===== src/rtl/hazard_forwarding_unit.sv =====
`default_nettype none
// ============================================================================
//  Module      : hazard_forwarding_unit
//  Description : ID-stage load-use stall detection and EX/MEM/WB operand
//                forwarding, with a saturating stall counter.
//  Revision    : 1.0
// ============================================================================
module hazard_forwarding_unit #(
    parameter int REG_ADDR_W = 5,
    parameter int CNT_W      = 16
) (
    input  logic                  clk,
    input  logic                  rst_n,
    input  logic [REG_ADDR_W-1:0] ID_rs1,
    input  logic [REG_ADDR_W-1:0] ID_rs2,
    input  logic                  ID_uses_rs1,
    input  logic                  ID_uses_rs2,
    input  logic [REG_ADDR_W-1:0] ID_rd,
    input  logic                  ID_RF_Enable,
    input  logic                  ID_Load_Instr,
    input  logic                  flush,
    output logic                  CU_mux_sel,
    output logic                  PC_LE,
    output logic                  IF_ID_LE,
    output logic                  IF_ID_clear,
    output logic [1:0]            fwd_a_sel,
    output logic [1:0]            fwd_b_sel,
    output logic [CNT_W-1:0]      stall_count
);

    localparam logic [1:0]       c_FWD_RF  = 2'b00;
    localparam logic [1:0]       c_FWD_EX  = 2'b01;
    localparam logic [1:0]       c_FWD_MEM = 2'b10;
    localparam logic [1:0]       c_FWD_WB  = 2'b11;
    localparam logic [CNT_W-1:0] c_CNT_MAX = {CNT_W{1'b1}};

    logic [REG_ADDR_W-1:0] r_ex_rd;
    logic                  r_ex_we;
    logic                  r_ex_load;
    logic [REG_ADDR_W-1:0] r_mem_rd;
    logic                  r_mem_we;
    logic [REG_ADDR_W-1:0] r_wb_rd;
    logic                  r_wb_we;
    logic [CNT_W-1:0]      r_stall_count;

    logic       w_ex_wr;
    logic       w_mem_wr;
    logic       w_wb_wr;
    logic       w_haz_a;
    logic       w_haz_b;
    logic       w_stall;
    logic       w_bubble_ex;
    logic [1:0] w_fwd_a;
    logic [1:0] w_fwd_b;

    // A stage only counts as a producer when it writes a register other than x0
    assign w_ex_wr  = r_ex_we  && (r_ex_rd  != '0);
    assign w_mem_wr = r_mem_we && (r_mem_rd != '0);
    assign w_wb_wr  = r_wb_we  && (r_wb_rd  != '0);

    // A load in EX has no result yet, so a match there selects RF and stalls instead
    function automatic logic [1:0] fwd_select(
        input logic                  used,
        input logic [REG_ADDR_W-1:0] rs,
        input logic                  ex_wr,
        input logic                  ex_load,
        input logic [REG_ADDR_W-1:0] ex_rd,
        input logic                  mem_wr,
        input logic [REG_ADDR_W-1:0] mem_rd,
        input logic                  wb_wr,
        input logic [REG_ADDR_W-1:0] wb_rd
    );
        logic [1:0] sel;
        sel = c_FWD_RF;
        if (used) begin
            if (ex_wr && (rs == ex_rd)) begin
                sel = ex_load ? c_FWD_RF : c_FWD_EX;
            end else if (mem_wr && (rs == mem_rd)) begin
                sel = c_FWD_MEM;
            end else if (wb_wr && (rs == wb_rd)) begin
                sel = c_FWD_WB;
            end
        end
        return sel;
    endfunction

    assign w_fwd_a = fwd_select(ID_uses_rs1, ID_rs1, w_ex_wr, r_ex_load, r_ex_rd,
                                w_mem_wr, r_mem_rd, w_wb_wr, r_wb_rd);
    assign w_fwd_b = fwd_select(ID_uses_rs2, ID_rs2, w_ex_wr, r_ex_load, r_ex_rd,
                                w_mem_wr, r_mem_rd, w_wb_wr, r_wb_rd);

    assign w_haz_a     = ID_uses_rs1 && (ID_rs1 == r_ex_rd);
    assign w_haz_b     = ID_uses_rs2 && (ID_rs2 == r_ex_rd);
    assign w_stall     = w_ex_wr && r_ex_load && (w_haz_a || w_haz_b);
    assign w_bubble_ex = w_stall || flush;

    always_comb begin
        CU_mux_sel  = 1'b0;
        PC_LE       = 1'b1;
        IF_ID_LE    = 1'b1;
        IF_ID_clear = 1'b0;
        fwd_a_sel   = c_FWD_RF;
        fwd_b_sel   = c_FWD_RF;
        if (rst_n) begin
            fwd_a_sel = w_fwd_a;
            fwd_b_sel = w_fwd_b;
            // A squashed instruction must not freeze fetch, so flush overrides stall
            if (flush) begin
                CU_mux_sel  = 1'b1;
                IF_ID_clear = 1'b1;
            end else if (w_stall) begin
                CU_mux_sel = 1'b1;
                PC_LE      = 1'b0;
                IF_ID_LE   = 1'b0;
            end
        end
    end

    always_ff @(posedge clk) begin
        if (!rst_n) begin
            r_ex_rd       <= '0;
            r_ex_we       <= 1'b0;
            r_ex_load     <= 1'b0;
            r_mem_rd      <= '0;
            r_mem_we      <= 1'b0;
            r_wb_rd       <= '0;
            r_wb_we       <= 1'b0;
            r_stall_count <= '0;
        end else begin
            r_mem_rd <= r_ex_rd;
            r_mem_we <= r_ex_we;
            r_wb_rd  <= r_mem_rd;
            r_wb_we  <= r_mem_we;
            if (w_bubble_ex) begin
                r_ex_rd   <= '0;
                r_ex_we   <= 1'b0;
                r_ex_load <= 1'b0;
            end else begin
                r_ex_rd   <= ID_rd;
                r_ex_we   <= ID_RF_Enable;
                r_ex_load <= ID_Load_Instr;
            end
            if (w_stall && !flush && (r_stall_count != c_CNT_MAX)) begin
                r_stall_count <= r_stall_count + 1'b1;
            end
        end
    end

    assign stall_count = r_stall_count;

endmodule
`default_nettype wire


===== config.mk =====
export PLATFORM = sky130hd
export DESIGN_NAME = hazard_forwarding_unit
export DESIGN_NICKNAME = d
export VERILOG_FILES = /design/src/rtl/hazard_forwarding_unit.sv
export SDC_FILE = /design/constraint.sdc
export NUM_CORES = 1
export LEC_CHECK = 0
export BUFFER_PORTS_ARGS = -buffer_cell sky130_fd_sc_hd__buf_2
export CORE_MARGIN = 1
export CORE_UTILIZATION = 28
export CTS_BUF_LIST = sky130_fd_sc_hd__clkbuf_4 sky130_fd_sc_hd__clkbuf_8
export DETAILED_ROUTE_END_ITERATION = 10
export PLACE_DENSITY = 0.46
export SLEW_MARGIN = 20
export SYNTH_ARGS = -nofsm -noshare
export SYNTH_HDL_FRONTEND = slang
export SYNTH_SLANG_ARGS = --single-unit

===== constraint.sdc =====
create_clock -name clk -period 3.1 [get_ports clk]
set_clock_uncertainty 0.2 [all_clocks]
set_input_delay 0.31 -clock clk [delete_from_list [all_inputs] [get_ports clk]]
set_output_delay 0.31 -clock clk [all_outputs]
set_load 0.02 [all_outputs]

---- Yosys cells after proc, flatten, opt, wreduce, memory -nomap -nowiden ----
Cells that the tools add are included.
cells by class
  multiplexer cells ....................... 19
  bitwise operators ....................... 1
  add/sub/neg operators ................... 1
  reductions and logical operators ........ 22
  equality and inequality tests ........... 7
operators by type and width
  cell                     number
  $eq A5 B5 Y1             6
  $mux W2                  10
  $add A16 B1 Y16 const B  1
  $ne A16 B16 Y1 const B   1
  $logic_and A1 B1 Y1      15
  $reduce_bool A5 Y1       3
  $mux W1                  9
  $logic_or A1 B1 Y1       2
  $reduce_or A2 Y1         1
  $logic_not A1 Y1         1
  $not A1 Y1               1
word-level totals
  output and inout port bits .............. 24
  register bits after elaboration ......... 35
  input bits .............................. 22
  logic and storage cells ................. 58

---- Logic depth before layout (Yosys ltp) ----
Gate-level depths: netlist (run 1).
  depth after elaboration ................. 8
  gate-level depth with buffers ........... 8
  depth with buffers taken out ............ 6

---- Worst setup path before layout (run 1) ----
OpenSTA, ideal clock, no wires.
  kind .................................... reg2out
  start ................................... reg r_ex_rd[1]
  end ..................................... out PC_LE
  slack ................................... 0.685 ns
  cell stages (with the launch flop) ...... 7
  data required time ...................... 2.590 ns
  arrival time ............................ 1.905 ns
  buffers on the path ..................... 1
  path through ............................ dfxtp_1 -> or4_1 -> o21ai_2 -> nor3b_2 -> or2_2 -> nand3_1 -> buf_4
between the ends
  word-level cells in the longest chain between the ends .. 7
  elaborated cells between the ends (all ways) .. 12
  classes of those cells .................. eq/ne: 2; mux: 3; reduce/logical: 7
RTL lines
  item                                                              line        text
  start: declaration                                                37          logic [REG_ADDR_W-1:0] r_ex_rd;
  start signal: assignment                                          139         r_ex_rd <= ID_rd;
  $eq A5 B5 Y1, or another cell as far along                        92          assign w_haz_a = ID_uses_rs1 && (ID_rs1 == r_ex_rd);
  $logic_and A1 B1 Y1 (on tied branches)                            92, 57, 93
  $logic_or A1 B1 Y1 / $logic_and A1 B1 Y1 (equally long branches)  94          assign w_stall = w_ex_wr && r_ex_load && (w_haz_a || w_haz_b);
  $logic_and A1 B1 Y1 (*)                                           94
  $mux W1 (*) (3 in a row)                                          n/a
  end: declaration                                                  23          output logic PC_LE,
Mark *: on every way between the ends. The rest lies on a longest branch, timed or not.

---- Final worst setup path (run 1) ----
  start ................................... reg r_ex_rd[1]
  end ..................................... reg r_stall_count[9], in the netlist stall_count[9]
between the ends
  word-level cells in the longest chain between the ends .. 6
  elaborated cells between the ends (all ways) .. 11
  classes of those cells .................. eq/ne: 2; reduce/logical: 9
RTL lines
  item                                                              line        text
  $eq A5 B5 Y1, or another cell as far along                        92
  $logic_and A1 B1 Y1 (on tied branches)                            92, 57, 93
  $logic_or A1 B1 Y1 / $logic_and A1 B1 Y1 (equally long branches)  94
  $logic_and A1 B1 Y1 (*)                                           94
  $logic_and A1 B1 Y1 (*) (2 in a row)                              143         if (w_stall && !flush && (r_stall_count != c_CNT_MAX)) begin
  end signal: assignment                                            144         r_stall_count <= r_stall_count + 1'b1;
  end: declaration                                                  44          logic [CNT_W-1:0] r_stall_count;
Marks and branches as above.
A chain may end at the register's enable or synchronous reset.

==> results of run 1 <==
-- worst reg2reg max path, stage by stage, from the launching register on --
cell,delay (ns)
dfxtp_1,0.34
or4_1,0.55
o21ai_2,0.27
nor3b_2,0.10
o21ai_2,0.82
nor4_1,0.20
mux2i_1,0.16
-- cell usage after synthesis, types with 2 or more instances --
library cell	n	area share [%]
or3_1	4	1.3
and3_1	3	1.0
o31ai_1	9	3.6
o21ai_0	5	1.3
buf_6	2	1.2
nor3b_1	2	0.80
dfxtp_1	35	37
xor2_1	14	6.5
inv_1	5	1.0
nand2b_1	3	1.0
clkbuf_1	3	0.60
nand3_1	13	3.5
a21oi_1	13	3.5
and2_1	18	6.0
o21ai_2	2	0.93
mux2i_1	2	1.1
nor4_1	6	2.0
nand2_1	9	1.8
or4_1	12	4.8
nand4_1	5	1.7
nor3_1	4	1.1
nor2_1	11	2.2
xnor2_1	15	7.0
-- cells by family (layout without fill, tap and decap cells) --
logic type / Yosys count / after routing
flip-flops: 35 / 35
AND/OR/NAND/NOR: 97 / 97
multiplexers: 3 / 3
buffers and inverters: 13 / 61
adder cells (fa/ha/maj): 1 / 1
AO/OA/AOI/OAI: 35 / 35
XOR/XNOR: 29 / 29
-- layout by cell type (no fill, tap or decap), drive strengths merged, types with 2 or more instances in the layout --
cell type   n
nor3b       3
xnor2      15
or4        12
mux2i       2
inv         5
and3        3
clkbuf      6
xor2       14
nand3      13
and2       18
nand4       5
nand2b      3
nor3        5
buf        47
dfxtp      35
o21ai       7
a21oi      13
o31ai       9
or3         4
nor2       11
clkinv      2
nand2       9
nor4        7
-- how the worst min path moves through the flow --
stage,slack [ns],to
2_1_floorplan,0.22,r_wb_we$_SDFF_PN0_
3_3_place_gp,0.27,r_wb_we$_SDFF_PN0_
3_5_place_dp,0.27,r_wb_we$_SDFF_PN0_
4_1_cts,0.008,r_ex_rd[3]$_SDFF_PP0_
5_1_grt,0.008,r_ex_rd[3]$_SDFF_PP0_
6_report,0.01,r_ex_rd[3]$_SDFF_PP0_
-- routing by layer --
layer	share of wire (%)	track usage [%]
met4	1.6	5.64
met3	4.4	3.66
met2	41	19.1
met5	0	0
met1	53	19.5
-- sequential cells by signal, summed over array words and instances (netlist names) --
name         cells
r_ex_we          1
r_ex_rd          5
r_wb_rd          5
stall_count     16
r_mem_we         1
r_mem_rd         5
r_wb_we          1
r_ex_load        1
-- power by group --
| group | switching, mW | internal (mW) |
|---|---|---|
| clock | 0.169 | 0.260 |
| combinational | 0.0432 | 0.0360 |
| sequential | 0.00798 | 0.456 |
-- layout make-up --
cell class | count | area [µm²]
timing repair buffer | 47 | 240
fill | 673 | 4140
inverter | 6 | 22.5
sequential | 35 | 701
clock inverter | 2 | 35.0
multi-input combinational | 165 | 1110
clock buffer | 6 | 82.6
tap | 77 | 96.3
-- per-stage QoR --
stage                     worst slack [ns]  hold slack [ns]  total power [mW]
after floorplan                      0.685            0.223             0.520
after global placement               0.439            0.272             0.556
after detailed placement             0.381            0.269             0.555
after CTS                            0.368          0.00807             0.984
after global routing                 0.145          0.00837              1.02
final                                0.352           0.0128             0.973
==> flow_summary.json, run 1 <==
{
  "cts_root_buf": "clkbuf_8",
  "vias": 1666,
  "yosys.area_share.simple_pct": 31.0,
  "synthMuxAreaShare_pct": 1.67,
  "io_pins": 46,
  "cp-start-kind": "flip-flop",
  "cp.buffers_inverters": 0,
  "syn_inst": 213,
  "place_congestion": 0.764,
  "instances_no_fill": 338,
  "portBuffers": 45,
  "drive_gt1_share_pct": 23.8,
  "min_from": "ID_rd[3]",
  "setup_viol": 0,
  "dp.final_hpwl_um": 3470,
  "grt_pass1_wl_um": 7460,
  "postCtsHoldBufs": 0,
  "maxSlewHeadroom_pct": 31.5,
  "path_depth": 6,
  "dp.cells": 330,
  "end_kind": "flip-flop",
  "cp-endpoint": "stall_count[9]$_SDFFE_PN0P_",
  "worstRegToRegCells": 6,
  "grt_max_degree": 29,
  "r2r_slack_ns": 0.35,
  "violations": "DRC",
  "synth_fa_ha_area_share_pct": 0.666,
  "clock-sinks": 35,
  "slew_violations": 0,
  "slowest_stage": "o21ai_2",
  "fin_area_um2": 2290,
  "rsz0062_at_grt": "false",
  "synth_seq_cells": 35,
  "synthFlopType": "dfxtp_1",
  "ys_seq_area_share_pct": 37.3,
  "antenna_found_initial": 0,
  "status": "finished with violations",
  "grt_pass1_vias": 1491,
  "wl_um": 4680,
  "crit_chain": "or4_1, o21ai_2, nor3b_2, o21ai_2, nor4_1, mux2i_1",
  "synth_edf_count": 0,
  "final_antenna_net_count": 0,
  "slowest_delay_ns": 0.82,
  "rr_endpoint": "stall_count[9]$_SDFFE_PN0P_",
  "drv_cap": 0,
  "row_count": 29,
  "die_area_um2": 7040,
  "peakVddDrop_v": 0.000153,
  "syn_area_um2": 1880,
  "wl_per_cell_um": 13.8,
  "cts_tree": "yes",
  "dpl_cell_area_um2": 2170,
  "htreeDepth": 2,
  "synthDistinctLibCells": 41,
  "die_h_um": 83.9,
  "utilization_pct": 35.6,
  "cts_buffers": 5,
  "avgSynthCellArea_um2": 8.82,
  "p_per_area_nw_per_um2": 426,
  "drtPass1Iterations": 7,
  "clock_path_buffers": 2,
  "period_share_pct": 88.6,
  "core_area_um2": 6420,
  "die_x_um": 83.9,
  "path_clk_slew_ns": 0.08,
  "period_minus_slack_ns": 2.75,
  "drt_iter0_markers": 85,
  "timing.rr.start": "r_ex_rd[1]$_SDFF_PP0_",
  "p_leak_nw": 0.892,
  "gr-total-overflow": 0,
  "postSynthNetCount": 236,
  "max_freq_mhz": 364,
  "synth_compound_area_share_pct": 12.1,
  "worst_pin_slew_ns": 1.03,
  "hold_path_depth": 2,
  "post_cts_buffers": 0,
  "post_cts_resized": 0,
  "hp-class": "input port to flip-flop",
  "crit_type": "flip-flop to flip-flop",
  "cp_max_fo": 28,
  "crit_family": "compound AO/OA/AOI/OAI gates",
  "final-hold-violation-count": 0,
  "drc": 2,
  "synth_xor_area_share_pct": 13.5,
  "start_util_pct": 29.2,
  "crit_start": "r_ex_rd[1]$_SDFF_PP0_",
  "clk_latency_ns": 0.29,
  "yosys_warnings": 0,
  "async_flop_share_pct": 0,
  "final_nets": 283,
  "grt_use_total_pct": 13.6,
  "tns_ns": 0,
  "crit_top_cell": "o21ai_2",
  "vias_per_cell": 4.93,
  "cp_data_required_time_ns": 3.07,
  "synth_top_family_by_area": "simple AND/OR/NAND/NOR gates",
  "arrival_ns": 2.72,
  "n_antenna_cell": 0,
  "area_delta_synth_final_pct": 21.7
}
Power figures use the tool's default switching activity.
==> inputs of run 2 (changes only) <==
ABC_AREA = 1   (was unset)
PLACE_DENSITY = 0.45   (was 0.46)
==> flow_summary.json, run 2 <==
{
  "worstRegToRegCells": 9,
  "post_cts_buffers": 0,
  "start_util_pct": 29.6,
  "r2r_slack_ns": 1.03,
  "final_cell_mix": "nand2_1, inv_1, nor2_1, buf_2, dfxtp_1",
  "final_common_cell": "nand2_1",
  "tns_ns": 0,
  "ys_top_cells_by_count": "nand2_1, inv_1, nor2_1",
  "core_area_um2": 7890,
  "synthDistinctLibCells": 27,
  "syn_inst": 368,
  "htreeDepth": 2,
  "nFillCells": 894,
  "path_clk_slew_ns": 0.08,
  "crit_top_cell": "inv_1",
  "crit_family": "simple AND/OR/NAND/NOR gates",
  "slowest_delay_ns": 0.42,
  "wl_um": 5890,
  "p_leak_nw": 1.46,
  "p_total_mw": 1.01,
  "drt_iter0_markers": 73,
  "n_antenna_cell": 0,
  "final_nets": 434,
  "worstHoldEndpoint": "r_ex_rd[2]$_SDFF_PP0_",
  "period_share_pct": 78.4,
  "slowest_stage": "dfxtp_1",
  "row_count": 32,
  "rr_endpoint": "stall_count[8]$_SDFFE_PN0P_",
  "crit_chain": "inv_1, nand2_1, nand2_1, inv_1, nand3_1, nor2_1, nand3_2, nand2_4, o21ai_0, inv_1, buf_2",
  "drive_gt1_share_pct": 17.5,
  "vias": 2193,
  "final_antenna_net_count": 0,
  "multi_input_area_um2": 1280,
  "hold_path_depth": 3,
  "die_x_um": 93.2,
  "gr-total-overflow": 0,
  "place_congestion": 0.860,
  "peakVddDrop_v": 0.000160,
  "slew_violations": 0,
  "timing.rr.start": "stall_count[0]$_SDFFE_PN0P_",
  "async_flop_share_pct": 0,
  "arrival_ns": 1.92,
  "crit_type": "flip-flop to output port",
  "cp-start-kind": "flip-flop",
  "cts_tree": "yes",
  "hp-class": "input port to flip-flop",
  "portBuffers": 45,
  "area_delta_synth_final_pct": 17.6,
  "max_freq_mhz": 412,
  "largest_reg_flops": 16,
  "dp.final_hpwl_um": 4630,
  "grt_max_degree": 24,
  "grt_pass1_wl_um": 10300,
  "wl_per_cell_um": 11.5,
  "cp_data_required_time_ns": 2.59,
  "syn_area_um2": 2330,
  "synth_seq_cells": 35,
  "grt_pass1_vias": 2121,
  "cp_max_fo": 23,
  "synth_edf_count": 0,
  "rsz0062_at_grt": "false",
  "clk_latency_ns": 0.29,
  "drc": 0,
  "maxSlewHeadroom_pct": 66.8,
  "cts_buffers": 5,
  "period_minus_slack_ns": 2.43,
  "worst_pin_slew_ns": 0.496,
  "postSynthNetCount": 391,
  "ys_seq_area_share_pct": 30.1,
  "dp.cells": 506,
  "min_from": "ID_rd[2]",
  "drv_cap": 0,
  "avgSynthCellArea_um2": 6.33,
  "cts_root_buf": "clkbuf_8",
  "p_per_area_nw_per_um2": 368,
  "grt_use_total_pct": 15.1,
  "seq_area_um2": 701,
  "die_area_um2": 8690,
  "status": "finished, final reports clean",
  "yosysMostFrequentCell": "nand2_1",
  "setup_viol": 0,
  "instances_no_fill": 514,
  "cp.buffers_inverters": 4,
  "final-hold-violation-count": 0,
  "post_cts_resized": 0,
  "synth.area.top_cells": "dfxtp_1, nand2_1, inv_1",
  "io_pins": 46,
  "die_h_um": 93.2,
  "clock_path_buffers": 2,
  "clock-sinks": 35,
  "vias_per_cell": 4.27,
  "synth_top_cell_by_area": "dfxtp_1",
  "yosys_warnings": 0,
  "synth_top_area_share_pct": 30.1,
  "drtPass1Iterations": 4,
  "synthFlopType": "dfxtp_1",
  "utilization_pct": 34.7,
  "antenna_found_initial": 0,
  "postCtsHoldBufs": 0,
  "end_kind": "output port"
}
## run 2: cell types whose count changed in the layout (fill, tap and decap cells not counted), moves of 4 or more
cell,previous run,this run
nor2_2,0,4
nand3_2,0,8
and2_1,18,0
o31ai_1,9,0
nor2_1,11,55
a21oi_1,13,3
nor4_1,6,0
or3_1,4,0
or4_1,12,0
nand2_1,9,99
nand4_1,5,20
inv_1,5,72
## run 2: area by class of cell
| type | count | area share, % |
|---|---|---|
| clock buffers | 6 | 3.01 |
| clock inverters | 2 | 1.28 |
| inverters | 74 | 10.1 |
| multi-input cells | 248 | 46.6 |
| flip-flops and latches | 35 | 25.6 |
| well taps | 102 | 4.66 |
| repair buffers | 47 | 8.77 |
## run 2: cells by family after synthesis
family	after synthesis	synth area share [%]
and+or+nand+nor	210	41.1
buffers and inverters	85	15.2
DFF	35	30.1
xor gates and xnor gates	29	11.2
AOI/OAI and AO/OA	8	1.93
adders and majority gates	1	0.537
## run 2: worst register-to-register path, cell delays in order, from the launching register on
cell and delay [ns]:
dfxtp_1 0.33, ha_1 0.22, nand2_1 0.11, nor2_1 0.06, nand3_1 0.16, nand3b_4 0.18, nand4_1 0.41, nand2_1 0.18
inv_1 0.05, nor2_1 0.11
## run 2: worst max path at each step
stage	start	end	cells after the start
floorplan	r_ex_rd[4]$_SDFF_PP0_	PC_LE	9
detailed placement	ID_rs2[3]	CU_mux_sel	11
global route	r_ex_rd[0]$_SDFF_PP0_	CU_mux_sel	11
CTS	r_ex_rd[0]$_SDFF_PP0_	CU_mux_sel	11
global placement	ID_rs2[0]	CU_mux_sel	12
finish	r_ex_rd[0]$_SDFF_PP0_	CU_mux_sel	11
## run 2: where the power goes
group / total, mW / switching (mW) / internal, mW
Sequential: 0.465 / 0.00888 / 0.456
Clock: 0.440 / 0.179 / 0.260
Combinational: 0.105 / 0.0630 / 0.0416
Total: 1.01 / 0.251 / 0.758
## run 2: per-layer routing
metal  vias to the layer above  share of wire, %  wire (µm)  global-route usage (%)
li1                       1197                 -          -                       -
met1                       961                52       3080                    20.7
met2                        30                43       2550                    24.0
met3                         5               3.4        199                    2.93
met4                         0              0.97         57                    4.36
met5                         -                 0          0                       0
## run 2: stage by stage
step                      setup WS [ns]  hold WS [ns]  area, µm²
after global routing              0.455        0.0159       2740
after floorplan                    1.00         0.204       2330
after global placement            0.978         0.226       2620
after CTS                         0.646        0.0152       2740
final                             0.671        0.0240       2740
after detailed placement          0.956         0.223       2620
